===== config.mk =====
export PLATFORM = sky130hd
export DESIGN_NAME = plane_palette_shifter
export DESIGN_NICKNAME = d
export VERILOG_FILES = /design/src/rtl/fm7_video_pkg.sv /design/src/rtl/plane_shifter.sv /design/src/rtl/plane_palette_shifter.sv
export SDC_FILE = /design/constraint.sdc
export NUM_CORES = 1
export LEC_CHECK = 0
export BUFFER_PORTS_ARGS = -buffer_cell sky130_fd_sc_hd__buf_2
export CAP_MARGIN = 20
export CORE_UTILIZATION = 30
export DETAILED_ROUTE_END_ITERATION = 10
export SYNTH_ARGS = -nofsm -noshare
export SYNTH_HDL_FRONTEND = slang
export SYNTH_SLANG_ARGS = --single-unit

===== constraint.sdc =====
create_clock -name CLKSYS -period 1.4 [get_ports CLKSYS]
set_clock_uncertainty 0.05 [all_clocks]
set_input_delay 0.14 -clock CLKSYS [delete_from_list [all_inputs] [get_ports CLKSYS]]
set_output_delay 0.14 -clock CLKSYS [all_outputs]
set_load 0.02 [all_outputs]

===== src/rtl/fm7_video_pkg.sv =====
// Shared definitions for the FM-7 video pipeline: palette FSM states, the
// plane byte width and the power-on palette pattern.
package fm7_video_pkg;

  localparam int PLANE_W = 8;

  typedef enum logic {
    INIT,
    RUN
  } pal_state_t;

  // Bit bit_pos of the default entry for palette index idx, layout {G,R,B},
  // each component COMP_W bits wide. B follows idx[0], R idx[1], G idx[2].
  function automatic logic pal_default(input int idx, input int comp_w, input int bit_pos);
    return idx[bit_pos / comp_w];
  endfunction

endpackage


===== src/rtl/plane_shifter.sv =====
// One bitplane shift register: clear has priority over load, load over shift,
// and both load and shift advance only on the pixel enable.
module plane_shifter
  import fm7_video_pkg::*;
(
  input  logic               clk,
  input  logic               rst_n,
  input  logic               i_clr,
  input  logic               i_ce,
  input  logic               i_load,
  input  logic [PLANE_W-1:0] i_data,
  output logic               o_msb
);

  logic [PLANE_W-1:0] r_sft;

  // NOTE: sequential state is only ever updated with non-blocking assignments.
  always_ff @(posedge clk or negedge rst_n) begin
    if (!rst_n) begin
      r_sft <= '0;
    end else if (i_clr) begin
      r_sft <= '0;
    end else if (i_ce && i_load) begin
      r_sft <= i_data;
    end else if (i_ce) begin
      r_sft <= {r_sft[PLANE_W-2:0], 1'b0};
    end
  end

  assign o_msb = r_sft[PLANE_W-1];

endmodule


===== src/rtl/plane_palette_shifter.sv =====
// Bitplane shifters feeding a CPU-writable colour palette; the plane bits of
// each pixel index the palette and the looked-up colour is registered to the DAC.
module plane_palette_shifter
  import fm7_video_pkg::*;
#(
  parameter int PLANES  = 3,
  parameter int COMP_W  = 1,
  parameter int ENTRY_W = 3 * COMP_W
) (
  input  logic                      CLKSYS,
  input  logic                      RESETBn,
  input  logic                      PIXCE,
  input  logic                      SFTLOD,
  input  logic                      SVDOFFn,
  input  logic                      SBLANKn,
  input  logic [PLANES-1:0]         PLANE_DIS,
  input  logic [PLANE_W*PLANES-1:0] VDATA,
  input  logic                      PAL_WR,
  input  logic                      PAL_RD,
  input  logic [PLANES-1:0]         PAL_ADDR,
  input  logic [ENTRY_W-1:0]        PAL_WDATA,
  output logic [ENTRY_W-1:0]        PAL_RDATA,
  output logic                      PAL_RVALID,
  output logic                      PAL_BUSY,
  output logic [PLANES-1:0]         PIXIDX,
  output logic [ENTRY_W-1:0]        COLOR
);

  localparam int DEPTH = 2 ** PLANES;

  pal_state_t          r_state;
  logic [PLANES-1:0]   r_idx;
  logic                r_busy;
  logic [ENTRY_W-1:0]  r_pal [DEPTH];
  logic [ENTRY_W-1:0]  r_rdata;
  logic                r_rvalid;
  logic [PLANES-1:0]   r_pixidx;
  logic [ENTRY_W-1:0]  r_color;

  logic [ENTRY_W-1:0]  w_def;
  logic                w_clr;
  logic [PLANES-1:0]   w_msb;

  always_comb begin
    w_def = '0;
    for (int b = 0; b < ENTRY_W; b++) begin
      w_def[b] = pal_default(int'(r_idx), COMP_W, b);
    end
  end

  // Init sweep: one default entry per cycle, BUSY drops together with the move to RUN.
  always_ff @(posedge CLKSYS or negedge RESETBn) begin
    if (!RESETBn) begin
      r_state <= INIT;
      r_idx   <= '0;
      r_busy  <= 1'b1;
    end else if (r_state == INIT) begin
      r_idx <= r_idx + PLANES'(1);
      if (r_idx == PLANES'(DEPTH - 1)) begin
        r_state <= RUN;
        r_busy  <= 1'b0;
      end
    end
  end

  // NOTE: the palette flops carry no reset; the init sweep rewrites every entry after reset.
  always_ff @(posedge CLKSYS) begin
    if (r_state == INIT) begin
      r_pal[r_idx] <= w_def;
    end else if (PAL_WR) begin
      r_pal[PAL_ADDR] <= PAL_WDATA;
    end
  end

  // Reads and the colour lookup sample the array before this edge's write (read-first).
  always_ff @(posedge CLKSYS or negedge RESETBn) begin
    if (!RESETBn) begin
      r_rdata  <= '0;
      r_rvalid <= 1'b0;
      r_pixidx <= '0;
      r_color  <= '0;
    end else begin
      r_rvalid <= PAL_RD;
      if (PAL_RD) begin
        r_rdata <= r_pal[PAL_ADDR];
      end
      if (PIXCE) begin
        r_pixidx <= w_msb;
        r_color  <= r_pal[r_pixidx];
      end
    end
  end

  assign w_clr = ~(SVDOFFn & SBLANKn);

  for (genvar p = 0; p < PLANES; p++) begin : g_plane
    plane_shifter u_shifter (
      .clk    (CLKSYS),
      .rst_n  (RESETBn),
      .i_clr  (w_clr | PLANE_DIS[p]),
      .i_ce   (PIXCE),
      .i_load (SFTLOD),
      .i_data (VDATA[PLANE_W*p +: PLANE_W]),
      .o_msb  (w_msb[p])
    );
  end

  assign PAL_RDATA  = r_rdata;
  assign PAL_RVALID = r_rvalid;
  assign PAL_BUSY   = r_busy;
  assign PIXIDX     = r_pixidx;
  assign COLOR      = r_color;

endmodule


Word-level counts from Yosys, hierarchy flattened
Memories as Yosys holds them, arrays and structs flattened. A register that Yosys moved wholly into a read port is not among the register bits.
Cells that the tools add are included.
Widths: inputs -> output; s select.
Word-level totals
  memories: 1
  bits in writable memories: 24
  input bits: 41
  output and inout bits: 11
  flip-flop bits (word level): 33
Operators by class
  add/sub/neg operators: 1
  bitwise gates (word level): 6
  multiplexer cells: 18
  reduce and logical (&&, ||, !) cells: 8
  equality and inequality tests: 1
Memories
  r_pal: words 8, width 3, rd ports 2, clocked after memory_dff 2, wr ports 1, RTL line plane_palette_shifter.sv:34  | logic [ENTRY_W-1:0] r_pal [DEPTH];
Operators by type and width (count)
  $mux 8: 9
  $reduce_bool 3->1: 3
  $mux 1: 7
  $mux 3: 2
  $add 3x1->3 const B: 1
  $eq 3x3->1 const B: 1
  $or 1x1->1: 3
  $reduce_or 3->1: 1
  $logic_not 1->1: 2
  $not 1->1: 2
  $reduce_and 2->1: 1
  $and 1x1->1: 1
  $logic_and 1x1->1: 1

Depth between registers and ports, before layout
Gate-level depths: netlist (run 1).
  word-level depth: 5
  mapped depth: 5
  gate-level depth less buffers: 3

Hierarchy
From an unflattened synthesis (run 1), not the netlist that was laid out.
Unflattened totals
  cells, all modules: 240
  area total of the unflattened synthesis: 3051.7 um2
Modules (own cells, without submodules)
  plane_palette_shifter: area each 1888.1 um2, instances 1, cells an instance 135
  plane_shifter: area each 387.9 um2, instances 3, cells an instance 35

Worst setup path after synthesis (run 1)
Ideal clock, no wire load.
  path kind: register to register
  from: register r_pixidx[0] (netlist: PIXIDX[0])
  to: register r_color[0] (netlist: COLOR[0]), read port of r_pal
  arrival: 1430 ps
  path slack: -160 ps
  buffers on the path: 2
  stages on the path, launching flop included: 6
  required time: 1271 ps
  period minus slack after synthesis: 1560 ps
  cells stage by stage: dfrtp_1 buf_4 buf_12 mux2i_1 mux4_2 mux2i_1
RTL lines
  start: declaration: RTL line plane_palette_shifter.sv:37  | logic [PLANES-1:0] r_pixidx;
  start signal: assignment: RTL line plane_palette_shifter.sv:88  | r_pixidx <= w_msb;
  end: declaration: RTL line plane_palette_shifter.sv:38  | logic [ENTRY_W-1:0] r_color;

==> impl.org, run 1 <==
** Pwr
- The worst-case IR drop observed on VDD is 481 uV.
- Summing internal, switching and leakage power gives 4.10 mW.
- In this run the static leakage power is 1.69 nW.
- Power density cells :: 1060 mW/mm^2

** Setup path
- In this run the worst setup path begins at PIXIDX[0].
- Of all nets on the critical path, the largest fanout is 13.
- For the worst setup path, the data arrival time is 1.71 ns.
- At the worst endpoint, the required time is 1.62 ns.
- The worst setup path is captured at a flip-flop.
- Cells on worst reg2reg path :: 3
- CP Cell Sequence :: mux2i_1 > mux4_2 > mux2i_1
- The slowest stage of the critical path belongs to the cell sky130_fd_sc_hd__dfrtp_4.
- CP peak stage delay :: 0.59 ns
- The worst register-to-register path has a setup slack of -0.09 ns.
- The worst register-to-register path begins at PIXIDX[0].
- The setup path with the least slack is of type reg2reg.
- Capturing point of the worst reg2reg path :: COLOR[2]
- Cell class contributing the biggest share of worst-path delay :: multiplexers
- Number of buffers and inverters on the critical path :: 0
- By instance count, the cell type seen most on the critical path is sky130_fd_sc_hd__mux2i_1.
- Critical Path Source Type :: flip-flop

** Final layout
- # nets final :: 351
- Layout cell share with drive strength beyond 1 :: 36.4%
- Antenna diodes :: 0
- Final std cells w/o fill :: 446
- Layout-stage area growth over the synthesis result :: 27.5%
- The layout has 953 filler cells.

** Placed design
- In this run the tool buffered the top-level ports with 51 buffer cells.
- Number of placed instances, taps included :: 427
- Last weighted congestion value of the routability-driven placer :: 0.805
- HPWL after DPL :: 4.79 mm

** STA
- Unrepaired setup endpoints after global routing :: yes
- Final period demand of the worst path :: 1.49 ns
- The final hold violation count was 0.
- Max Fclk :: 0.671 GHz
- Setup violations remaining at the end of the flow were counted as 10.
- Final period utilization :: 107%
- In the post-route analysis, the smallest setup slack over all paths is -0.0912 ns.
- In this run the tightest slew margin relative to its limit is 74.7%.
- Actual slew at the worst max-slew pin :: 0.379 ns
- Total count of max-transition violations in the final report :: 0

** Worst hold path
- Worst Min Path Start :: VDATA[16]
- Endpoint of the worst hold-timing path :: g_plane[2].u_shifter.r_sft[0]
- In this run the worst hold path is classified as in2reg.
- Along the worst hold path, the cell count comes to 3.

** Global routing
- Total grt overflow :: 0
- Global-route usage over all layers :: 14.0%
- Entering global routing, the biggest net connects 55 pins.
- The via count of the first global-routing pass came to 2121.
- The number of antenna violations at the first check in global routing is 0.
- The first global-routing pass estimated 10.8 mm of wire.

** Detailed routing
- After detailed routing, the total wire length is 6.83 mm.
- The detailed router finished its first iteration with 53 violations.
- In the final routed layout, each cell accounts on average for 15.3 um.
- The final route contains 2081 vias.
- For this run, design rule violations remaining after detail routing come to 0.
- The first TritonRoute pass finished after 4 iterations.
- Highest metal layer used by the detailed router :: met4
- Summed over all nets, wire length on met3 after detailed routing comes to 412 um.
- After detailed routing, the wire length on met1 is 3.20 mm.
- Once detail routing completed, the nets flagged for antenna violations numbered 0.
- Met2 routed wirelength :: 3.10 mm
- Detail-routed via count per cell :: 4.67

** Clocking
- Register clock-pin slew on the reported worst setup and hold paths :: 0.06 ns
- Clock tree synthesis selected as its root buffer the cell sky130_fd_sc_hd__clkbuf_8.
- Number of setup buffers added after CTS :: 0
- For this design, the sink count on the clock tree is 63.
- H-Tree Level Count :: 3
- Clock latency at the later pin of the worst-skew pair :: 0.35 ns
- No sink is reached through more buffers than the 2 on the longest clock path.
- Total CTS buffers :: 9
- TritonCTS built the clock tree.

** Status
- Violated checks :: setup timing
- The flow ran to the end, but the final reports show violations.

** Die
- Horizontal extent of the die :: 102 um
- Site Rows :: 36
- Once the floorplan was initialized, standard cells occupied 31.0% of the core.
- Total I/O pin count :: 52
- The die covers 0.0105 sq mm.
- The total area inside the core boundary comes to 0.00977 sq mm.
- Height of the die :: 102 um

** Yosys
- Yosys mapped the design onto 28 distinct sky130hd cell types.
- Total of warnings raised by yosys :: 0
- After technology mapping, the gate count stands at 242.
- Mean cell area of the mapped netlist :: 12.5 sq um
- Total nets after synthesis :: 285
- Summing every instance area after synthesis gives 0.00303 sq mm.
- In this run, synthesis produced a sequential element count of 63.
- Fraction of the yosys area taken by sequential cells :: 56.1%

** Job
- Max-cap viol count :: 0
## cells in the final DEF (no fill, tap or decap), types with 2 or more instances in the layout
cell type                       count
sky130_fd_sc_hd__dfrtp_2            3
sky130_fd_sc_hd__a21oi_1            3
sky130_fd_sc_hd__inv_1              5
sky130_fd_sc_hd__a22oi_1            3
sky130_fd_sc_hd__clkbuf_1           2
sky130_fd_sc_hd__buf_4             13
sky130_fd_sc_hd__a41o_1             3
sky130_fd_sc_hd__buf_6              2
sky130_fd_sc_hd__nor2_1            26
sky130_fd_sc_hd__a31oi_2            2
sky130_fd_sc_hd__mux4_2             3
sky130_fd_sc_hd__nand2_1            4
sky130_fd_sc_hd__buf_2             51
sky130_fd_sc_hd__buf_12             2
sky130_fd_sc_hd__clkbuf_8          11
sky130_fd_sc_hd__edfxtp_1          24
sky130_fd_sc_hd__mux2_4             3
sky130_fd_sc_hd__nand3_1            6
sky130_fd_sc_hd__nor2_4             2
sky130_fd_sc_hd__or2_2              4
sky130_fd_sc_hd__mux2i_4            3
sky130_fd_sc_hd__a211oi_1          21
sky130_fd_sc_hd__nand2b_1           3
sky130_fd_sc_hd__mux2i_1           48
sky130_fd_sc_hd__nor2b_1            7
sky130_fd_sc_hd__nor2_2             4
sky130_fd_sc_hd__ha_1               2
sky130_fd_sc_hd__dlygate4sd3_1      4
sky130_fd_sc_hd__dfrtp_1           34
sky130_fd_sc_hd__mux2_2             5
## worst max path at each step
stage                          end  slack (ns)  cells past startpoint
after floorplan           COLOR[0]       -0.12                      5
after global placement    COLOR[0]       -0.03                      3
after global routing      COLOR[2]       -0.16                      3
after detailed placement  COLOR[2]       -0.08                      3
final                     COLOR[2]       -0.09                      3
after CTS                 COLOR[2]       -0.09                      3
## through the flow
step	setup TNS (ns)	worst slack [ns]	area, sq um	utilization [%]	hold slack, ns
finish	-0.502	-0.0912	3860	39.5	0.0156
global route	-1.10	-0.157	3860	39.5	0.0335
CTS	-0.300	-0.0905	3790	38.8	0.00600
detailed placement	-0.622	-0.0805	3520	36.0	0.00793
global placement	-0.0854	-0.0280	3520	36.0	0.00231
floorplan	-0.353	-0.118	3040	-	-0.206
## routing by layer
layer	up-vias	global-route usage [%]
met5	-	0
met3	12	4.04
met1	982	18.1
met4	0	6.04
li1	1023	-
met2	64	21.8
## cells by family after synthesis
logic type | count (synthesis) | share of synthesized area, %
fa+ha+maj | 2 | 0.826
simple gates | 58 | 8.76
compound gates | 34 | 8.38
xor+xnor | 1 | 0.289
buf+inv | 22 | 3.64
flops | 63 | 56.1
mux | 62 | 22.1
## power breakdown
group          internal (mW)  switching [mW]
Combinational          0.217           0.254
Clock                  0.920           0.711
Sequential              1.97          0.0304
Total                   3.10           0.996
## timing repair
action / in CTS / in global routing
endpoints found under the setup margin: 49 / 43
hold buffers: 4 / 0
resized for setup: 12 / 14
pin swaps: 2 / 3
gates cloned: 0 / 0
hold endpoints to repair: 29 / 0
## state kept, by name, summed over array words and instances (netlist names)
name and count:
r_idx 3, PAL_BUSY 1, PIXIDX 3, COLOR 3
PAL_RDATA 3, g_plane.u_shifter.r_sft 24, PAL_RVALID 1, r_pal 24
r_state 1
## cell type report
cell class / instances / area (sq um) / area share, %
Inverter: 5 / 18.8 / 0.486
Clock inverter: 3 / 41.3 / 1.07
Sequential cell: 63 / 1710 / 44.2
Clock buffer: 13 / 159 / 4.12
Multi-Input combinational cell: 157 / 1320 / 34.1
Timing Repair Buffer: 72 / 455 / 11.8
Tap cell: 133 / 166 / 4.31
## cell usage after synthesis
cell type,count,area share [%]
sky130_fd_sc_hd__a22oi_1,3,0.74
sky130_fd_sc_hd__ha_1,2,0.83
sky130_fd_sc_hd__buf_2,6,0.99
sky130_fd_sc_hd__mux2_2,8,3.0
sky130_fd_sc_hd__a2bb2oi_1,1,0.29
sky130_fd_sc_hd__buf_12,1,0.66
sky130_fd_sc_hd__edfxtp_1,24,24
sky130_fd_sc_hd__inv_1,5,0.62
sky130_fd_sc_hd__dfstp_2,1,0.87
sky130_fd_sc_hd__dfrtp_1,38,31
sky130_fd_sc_hd__nor2b_1,7,1.4
sky130_fd_sc_hd__a21oi_1,3,0.50
sky130_fd_sc_hd__a21boi_0,1,0.25
sky130_fd_sc_hd__buf_1,2,0.25
sky130_fd_sc_hd__a31oi_1,2,0.41
sky130_fd_sc_hd__nand3_1,6,0.99
sky130_fd_sc_hd__buf_4,1,0.25
sky130_fd_sc_hd__or2_2,4,0.83
sky130_fd_sc_hd__nand2_1,5,0.62
sky130_fd_sc_hd__and4_1,1,0.29
sky130_fd_sc_hd__mux2i_1,51,17
sky130_fd_sc_hd__clkbuf_1,7,0.87
sky130_fd_sc_hd__nand2b_1,3,0.62
sky130_fd_sc_hd__nor2_1,32,4.0
sky130_fd_sc_hd__xnor2_1,1,0.29
sky130_fd_sc_hd__mux4_2,3,2.2
sky130_fd_sc_hd__a41o_1,3,0.99
sky130_fd_sc_hd__a211oi_1,21,5.2
## worst reg2reg max path: cells and delay by family, from the launching register on
kind          cells  cell delay [ns]
flip-flops        1             0.59
multiplexers      3             0.78
Power figures use the tool's default switching activity.
==> inputs of run 2 (changes only) <==
--- a/config.mk
+++ b/config.mk
@@ -9,6 +9,7 @@
 export CAP_MARGIN = 20
 export CORE_UTILIZATION = 30
 export DETAILED_ROUTE_END_ITERATION = 10
+export HOLD_SLACK_MARGIN = 0.06
 export SYNTH_ARGS = -nofsm -noshare
 export SYNTH_HDL_FRONTEND = slang
 export SYNTH_SLANG_ARGS = --single-unit
==> impl.org, run 2 (synthesis gave the netlist of run 1 again) <==
** Pwr
- Worst vdd ir :: 481 uV (about the same)
- Cell leakage power :: 1.70 nW (was 1.69 nW)
- Power density cells :: 1060 mW/mm^2 (about the same)

** STA
- Final period utilization :: 107% (unchanged)
- The total count of max-transition violations in the final report came to 0 (unchanged).
- Hold Violations, Final :: 0 (unchanged)
- The count of endpoints failing setup in the final report came to 10 (unchanged).
- Relative max-transition margin :: 74.7% (unchanged)
- Actual slew at the worst max-slew pin :: 0.379 ns (unchanged)
- Max Fclk :: 0.671 GHz (unchanged)
- Setup WS post-layout :: -0.0912 ns (unchanged)
- The final critical path time including I/O delays and setup came to 1.49 ns (unchanged).
- Unrepaired setup endpoints after global routing :: yes (unchanged)

** Placed design
- # port buffers :: 51 (unchanged)
- HPWL after DPL :: 4.79 mm (unchanged)
- The routability-driven placement congestion ratio was 0.805 (unchanged).
- The cell count after placement is 427 (unchanged).

** Global routing
- Total grt overflow :: 0 (unchanged)
- The number of antenna violations at the first check in global routing was 0 (unchanged).
- Vias in the first global route :: 2121 (unchanged)
- Global-route usage over all layers :: 14.0% (unchanged)
- Global-route wire length before repair :: 10.8 mm (unchanged)
- Largest net degree at the start of global routing :: 55 (unchanged)

** Clocking
- The clock tree from TritonCTS is yes (unchanged).
- Number of setup buffers added after CTS :: 0 (unchanged)
- The root buffer selected by CTS was sky130_fd_sc_hd__clkbuf_8 (unchanged).
- The number of buffers created by CTS came to 9 (unchanged).
- Total number of clock tree sinks :: 63 (unchanged)
- H-Tree Level Count :: 3 (unchanged)
- Clock latency at the later pin of the worst-skew pair :: 0.35 ns (about the same)
- The clock-pin slew reported for the worst setup and hold paths after clock tree synthesis is 0.07 ns (was 0.06 ns).
- The maximum count of clock buffers along a single path was 2 (unchanged).

** Setup path
- Capturing point of the worst reg2reg path :: COLOR[2] (unchanged)
- The worst-path maximum fanout came to 13 (unchanged).
- CP startpoint :: PIXIDX[0] (unchanged)
- The startpoint kind of the worst setup timing path is a flip-flop (unchanged).
- Worst setup path end :: COLOR[2] (unchanged)
- The reg-to-reg setup timing slack is -0.09 ns (about the same).
- Required time at the endpoint of the critical path :: 1.62 ns (about the same)
- Cells on worst reg2reg path :: 3 (unchanged)
- The endpoint type of the worst setup path is a flip-flop (unchanged).
- The critical path arrival was 1.71 ns (about the same).
- Worst Setup Path Type :: reg2reg (unchanged)
- The startpoint of the lowest-slack register-to-register path is PIXIDX[0] (unchanged).

** Final layout
- The count of placed standard cells in the final layout, fillers left out was 447 (was 446).
- The utilization after layout came to 39.6% (was 39.5%).
- The fill cell instance count of the final layout was 952 (was 953).
- Largest registers: g_plane.u_shifter.r_sft: 24 flops, r_pal: 24 flops (unchanged).
- The area growth from synthesis to layout was 27.8% (was 27.5%).
- Area of combinational cells with multiple inputs :: 0.00132 sq mm (unchanged)
- Antenna diodes :: 0 (unchanged)
- The share of cells above drive strength 1 is 36.3% (was 36.4%).
- The commonest non-fill, non-tap cell in the layout was sky130_fd_sc_hd__buf_2 (unchanged).
- The area taken by flip-flops and latches was 0.00171 sq mm (unchanged).
- Commonest non-fill, non-tap cells in the layout: 51 x sky130_fd_sc_hd__buf_2, 48 x sky130_fd_sc_hd__mux2i_1, 34 x sky130_fd_sc_hd__dfrtp_1 (unchanged).
- The net count of the finished layout came to 352 (was 351).

** Status
- Violated checks: setup timing (unchanged).
- Status :: finished with violations (unchanged)

** Detailed routing
- The ratio of routed vias to standard cells was 4.66 (was 4.67).
- Vias :: 2082 (was 2081)
- The total length of routed wires came to 6.84 mm (was 6.83 mm).
- The number of DRC markers in iteration 0 was 50 (was 53).
- The number of nets with antenna violations after detailed routing came to 0 (unchanged).
- Drt pass-1 iters :: 4 (unchanged)
- Average wire per standard cell :: 15.3 um (about the same)
- DRC violations left :: 0 (unchanged)

** Die
- Height of the die :: 102 um (unchanged)
- Site Rows :: 36 (unchanged)
- Total die area :: 0.0105 sq mm (unchanged)
- Initial Util :: 31.0% (unchanged)
- Total I/O pin count :: 52 (unchanged)
- The width of the chip is 102 um (unchanged).
- Placeable core region :: 0.00977 sq mm (unchanged)

** Worst hold path
- Type of the worst min-delay path :: in2reg (unchanged)

** Job
- Max-cap viol count :: 0 (unchanged)
## run 2: worst min path at each step
stage	slack, ns	end	startpoint	cells after the start
finish	0.08	g_plane[2].u_shifter.r_sft[2]	VDATA[18]	3
global route	0.07	g_plane[2].u_shifter.r_sft[2]	VDATA[18]	3
CTS	0.07	g_plane[0].u_shifter.r_sft[4]	VDATA[4]	3
detailed placement	0.008	g_plane[1].u_shifter.r_sft[1]	RESETBn	1
global placement	0.002	g_plane[1].u_shifter.r_sft[1]	RESETBn	1
floorplan	-0.21	COLOR[0]	RESETBn	0
## run 2: routing by layer
metal / track usage (%) / part of all wire (%) / up-vias
li1: - / - / 1024
met2: 21.8 / 45 / 64
met4: 6.04 / 1.8 / 0
met5: 0 / 0 / -
met1: 18.1 / 47 / 982
met3: 4.04 / 6.1 / 12
## run 2: critical path: stages, from the launching register on
cell and delay (ns):
sky130_fd_sc_hd__dfrtp_4 0.59, sky130_fd_sc_hd__mux2i_1 0.17, sky130_fd_sc_hd__mux4_2 0.47, sky130_fd_sc_hd__mux2i_1 0.14
## run 2: final cells by class
type                    instances  area share (%)
repair buffers                 73            12.0
clock inverters                 3            1.07
flip-flops and latches         63            44.1
inverters                       5           0.485
clock buffers                  13            4.10
well taps                     133            4.30
multi-input cells             157            34.0
## run 2: report_power, final
part	switching, mW	internal, mW
Combinational	0.254	0.219
Sequential	0.0304	1.97
Clock	0.711	0.920
Total	0.996	3.11
## run 2: through the flow
| stage | total power [mW] | hold WS (ns) | worst slack (ns) | cell area (sq um) | TNS, ns |
|---|---|---|---|---|---|
| floorplan | 2.28 | -0.206 | -0.118 | 3040 | -0.353 |
| global placement | 2.47 | 0.00231 | -0.0280 | 3520 | -0.0854 |
| detailed placement | 2.47 | 0.00793 | -0.0805 | 3520 | -0.622 |
| CTS | 4.13 | 0.0696 | -0.0905 | 3800 | -0.300 |
| global route | 4.27 | 0.0746 | -0.157 | 3870 | -1.10 |
| finish | 4.10 | 0.0802 | -0.0912 | 3870 | -0.502 |
## run 2: repair_timing
action / in CTS / in global routing
pin swaps: 2 / 3
endpoints found under the setup margin: 49 / 43
hold buffers: 5 / 0
cloned: 0 / 0
endpoints found under the hold margin: 42 / 0
gates resized for setup: 12 / 14
==> inputs of run 3 (changes only) <==
--- a/config.mk
+++ b/config.mk
@@ -5,8 +5,10 @@
 export SDC_FILE = /design/constraint.sdc
 export NUM_CORES = 1
 export LEC_CHECK = 0
+export ABC_AREA = 1
 export BUFFER_PORTS_ARGS = -buffer_cell sky130_fd_sc_hd__buf_2
 export CAP_MARGIN = 20
+export CORE_MARGIN = 3
 export CORE_UTILIZATION = 30
 export DETAILED_ROUTE_END_ITERATION = 10
 export HOLD_SLACK_MARGIN = 0.06
==> impl.org, run 3 <==
** Status
- Status :: finished with violations (unchanged)
- Violated checks: setup timing (unchanged).

** Detailed routing
- The highest routed metal layer is met4 (unchanged).
- The number of DRC markers in iteration 0 was 240 (was 50).
- The detail-routed net length per standard cell came to 13.2 um (was 15.3 um).
- The total length of routed met2 wires is 3.64 mm (was 3.10 mm).
- The routed wire length on met3 is 390 um (was 415 um).
- The vias after detailed routing came to 2617 (was 2082).
- DRC violations left :: 0 (unchanged)
- The number of nets with antenna violations after detailed routing came to 0 (unchanged).
- The number of detailed-route iterations in the first pass came to 4 (unchanged).
- Routed metal-1 wirelength :: 3.29 mm (was 3.20 mm)
- Detail-routed via count per cell :: 4.65 (was 4.66)
- The total length of routed wires was 7.41 mm (was 6.84 mm).

** STA
- Total count of max-transition violations in the final report :: 0 (unchanged)
- The final critical path time including I/O delays and setup came to 1.42 ns (was 1.49 ns).
- Max Fclk :: 0.703 GHz (was 0.671 GHz)
- The minimum setup slack in the final design is -0.0229 ns (was -0.0912 ns).
- Unrepaired setup endpoints after global routing: yes (unchanged).
- Setup violators final :: 6 (was 10)
- Worst hold slack :: 0.0734 ns (was 0.0802 ns)
- The final hold violation count came to 0 (unchanged).
- The final critical-path share of the clock period is 102% (was 107%).
- Total negative setup slack :: -0.0799 ns (was -0.502 ns)
- Actual slew at the worst max-slew pin :: 0.490 ns (was 0.379 ns)
- The remaining max-slew budget at the tightest pin is 67.4% (was 74.7%).

** Die
- The effective utilization at floorplan was 31.0% (about the same).
- The die outline height is 106 um (was 102 um).
- The width of the chip is 106 um (was 102 um).
- Total I/O pin count :: 52 (unchanged)
- Total die area :: 0.0113 sq mm (was 0.0105 sq mm)
- The core outline area was 0.00977 sq mm (unchanged).
- The site row count came to 36 (unchanged).

** Setup path
- Cells on worst reg2reg path :: 5 (was 3)
- The end of the worst register-to-register path was r_pal[7][2] (was COLOR[2]).
- Max FO, Critical Path :: 7 (was 13)
- CP Cell Sequence: nand2_4 > nand2_1 > o21ai_2 > nand2_1 > nor2_4 (was mux2i_1 > mux4_2 > mux2i_1).
- The type of the worst setup path was reg2reg (unchanged).
- The reg-to-reg setup timing slack was -0.02 ns (was -0.09 ns).
- The worst stage delay on the critical path came to 0.42 ns (was 0.59 ns).
- The slowest stage cell on the critical path is sky130_fd_sc_hd__dfrtp_1 (was sky130_fd_sc_hd__dfrtp_4).
- Data arrival time of the critical path :: 1.42 ns (was 1.71 ns)
- Crit-path most repeated cell :: sky130_fd_sc_hd__nand2_1 (was sky130_fd_sc_hd__mux2i_1)
- Critical Path Source Type :: flip-flop (unchanged)
- Number of buffers and inverters on the critical path :: 0 (unchanged)
- Required time at the endpoint of the critical path :: 1.39 ns (was 1.62 ns)
- The startpoint of the lowest-slack register-to-register path was r_state (was PIXIDX[0]).
- The kind of cell adding the most delay to the critical path is simple AND/OR/NAND/NOR gates (was multiplexers).
- The endpoint type of the worst setup path is a flip-flop (unchanged).

** Yosys
- The async set-reset flop share out of synthesis is 61.9% (unchanged).
- The cell accounting for the most synthesized area is sky130_fd_sc_hd__dfrtp_1 (unchanged).
- The flip-flop and latch count after synthesis came to 63 (unchanged).
- Total of warnings raised by yosys :: 0 (unchanged)
- Most instantiated cells after synthesis :: 89 x sky130_fd_sc_hd__nand2_1, 66 x sky130_fd_sc_hd__nand3_1, 38 x sky130_fd_sc_hd__dfrtp_1 (was 51 x sky130_fd_sc_hd__mux2i_1, 38 x sky130_fd_sc_hd__dfrtp_1, 32 x sky130_fd_sc_hd__nor2_1)
- Cell types with the largest area share after synthesis :: sky130_fd_sc_hd__dfrtp_1 31%, sky130_fd_sc_hd__edfxtp_1 24%, sky130_fd_sc_hd__nand2_1 11% (was sky130_fd_sc_hd__dfrtp_1 31%, sky130_fd_sc_hd__edfxtp_1 24%, sky130_fd_sc_hd__mux2i_1 17%)
- Count of different cell masters after synthesis :: 26 (was 28)
- Number of cells produced by synthesis :: 340 (was 242)
- Primary flip-flop cell chosen by synthesis mapping :: sky130_fd_sc_hd__dfrtp_1 (unchanged)
- The dominant cell by count in the synthesized netlist is sky130_fd_sc_hd__nand2_1 (was sky130_fd_sc_hd__mux2i_1).
- The net count after synthesis came to 383 (was 285).
- The top-area cell type share of the netlist area was 31.4% (about the same).
- Number of flops mapped to enable cells by yosys :: 24 (unchanged)
- The part of the Yosys area used for sequential elements is 56.1% (about the same).
- The average cell area after synthesis came to 8.91 sq um (was 12.5 sq um).
- The combined area of all synthesized cells was 0.00303 sq mm (about the same).

** Worst hold path
- The class of the most critical hold timing path was in2reg (unchanged).
- Worst Min Path Start :: VDATA[12] (was VDATA[18])
- The worst-case hold path end point is g_plane[1].u_shifter.r_sft[4] (was g_plane[2].u_shifter.r_sft[2]).
- The hold path depth is 3 (unchanged).

** Clocking
- The number of buffers created by CTS is 9 (unchanged).
- Register clock-pin slew on the reported worst setup and hold paths :: 0.07 ns (about the same)
- Total number of clock tree sinks :: 63 (unchanged)
- CTS Root Cell :: sky130_fd_sc_hd__clkbuf_8 (unchanged)
- The number of buffers inserted by post-CTS setup repair was 0 (unchanged).
- The clock latency at the later pin of the worst-skew pair is 0.34 ns (was 0.35 ns).
- H-Tree Level Count :: 3 (unchanged)
- Maximum buffer depth of the clock tree :: 2 (unchanged)
- The clock tree from TritonCTS was yes (unchanged).

** Final layout
- The net count of the finished layout came to 468 (was 352).
- Antenna diodes :: 0 (unchanged)
- Layout-stage area growth over the synthesis result :: 31.0% (was 27.8%)
- Largest registers: g_plane.u_shifter.r_sft: 24 flops, r_pal: 24 flops (unchanged).
- The fill cell instance count of the final layout came to 1005 (was 952).
- The share of cells above drive strength 1 is 25.6% (was 36.3%).
- Reg area :: 0.00170 sq mm (was 0.00171 sq mm)
- Area of combinational cells with multiple inputs :: 0.00120 sq mm (was 0.00132 sq mm)
- Commonest non-fill, non-tap cells in the layout :: 85 x sky130_fd_sc_hd__nand2_1, 66 x sky130_fd_sc_hd__nand3_1, 51 x sky130_fd_sc_hd__buf_2 (was 51 x sky130_fd_sc_hd__buf_2, 48 x sky130_fd_sc_hd__mux2i_1, 34 x sky130_fd_sc_hd__dfrtp_1)
- The commonest non-fill, non-tap cell in the layout was sky130_fd_sc_hd__nand2_1 (was sky130_fd_sc_hd__buf_2).

** Placed design
- Last weighted congestion value of the routability-driven placer :: 0.874 (was 0.805)
- HPWL after DPL :: 5.31 mm (was 4.79 mm)
- The placement-stage worst setup slack is -0.0347 ns (was -0.0805 ns).
- The count of input and output buffers is 51 (unchanged).

** Pwr
- Worst vdd ir :: 380 uV (was 481 uV)
- The power per cell area is 982 mW/mm^2 (was 1060 mW/mm^2).
- The final total power came to 3.89 mW (was 4.10 mW).
- Cell leakage power :: 1.85 nW (was 1.70 nW)

** Global routing
- The via count of the first global-routing pass is 2612 (was 2121).
- Global-route wire length before repair :: 12.6 mm (was 10.8 mm)
- Total grt overflow :: 0 (unchanged)
- Global-route usage over all layers :: 14.0% (about the same)
- The number of antenna violations at the first check in global routing came to 0 (unchanged).
- The maximum number of pins on one net before global-route repair is 40 (was 55).

** Job
- Max-cap viol count :: 0 (unchanged)
==> run 3: cell count changes in the layout (fill, tap and decap cells not counted), moves of 21 or more <==
cell / change
sky130_fd_sc_hd__nand2_1: +81
sky130_fd_sc_hd__nand3_1: +60
sky130_fd_sc_hd__mux2i_1: -48
sky130_fd_sc_hd__inv_1: +30
sky130_fd_sc_hd__nor2_1: -25
sky130_fd_sc_hd__a211oi_1: -21
sky130_fd_sc_hd__o22ai_1: +21
==> run 3: worst max-delay path by stage <==
stage                     depth (start not counted)  startpoint  slack (ns)     endpoint
after detailed placement                          6     r_state       -0.03  r_pal[2][2]
after global placement                            6     r_state      -0.002  r_pal[7][1]
after CTS                                         6     r_state       -0.04  r_pal[1][0]
final                                             5     r_state       -0.02  r_pal[7][2]
after floorplan                                   6     r_state        0.02  r_pal[7][0]
after global routing                              5     r_state       -0.11  r_pal[7][2]
==> run 3: repair_timing <==
item,CTS,global route
hold buffers,18,0
setup endpoints to repair,24,24
resized for setup,4,15
pin swaps,0,3
hold endpoints to repair,58,0
==> run 3: cell families (layout without fill, tap and decap cells) <==
group	after synthesis	after routing	share of synthesized area (%)
AO/OA/AOI/OAI	50	50	9.92
XOR/XNOR	1	1	0.289
adder cells (fa/ha/maj)	2	2	0.826
buffers and inverters	50	140	6.78
flip-flops	63	63	56.1
AND/OR/NAND/NOR	174	174	26.1
==> run 3: where the power goes <==
part	switching (mW)	internal [mW]
sequential	0.0208	1.96
clock	0.726	0.697
combinational	0.288	0.199
total	1.03	2.86
==> run 3: layer usage <==
| metal | GRT usage (%) | vias up |
|---|---|---|
| met5 | 0 | - |
| met4 | 4.47 | 0 |
| met3 | 3.46 | 9 |
| met2 | 22.6 | 77 |
| met1 | 18.6 | 1208 |
| li1 | - | 1323 |
==> run 3: cell type report <==
| class | instances | area share (%) |
|---|---|---|
| sequential | 63 | 42.8 |
| multi-input combinational | 227 | 30.2 |
| timing repair buffer | 87 | 14.7 |
| tap | 133 | 4.20 |
| inverter | 37 | 3.56 |
| clock buffer | 10 | 3.47 |
| clock inverter | 6 | 1.07 |
==> run 3: per-stage QoR <==
step | instances | instance area, sq um | utilization [%]
after global routing | 563 | 3970 | 40.6
after CTS | 563 | 3900 | 39.9
after detailed placement | 529 | 3530 | 36.1
after global placement | 529 | 3530 | 36.1
final | 563 | 3970 | 40.6
after floorplan | 340 | 3030 | -
==> run 3: tightest hold or removal path, delay by kind of cell <==
kind / cells / cell delay [ns]
compound gates: 2 / 0.20
buf+inv: 1 / 0.08
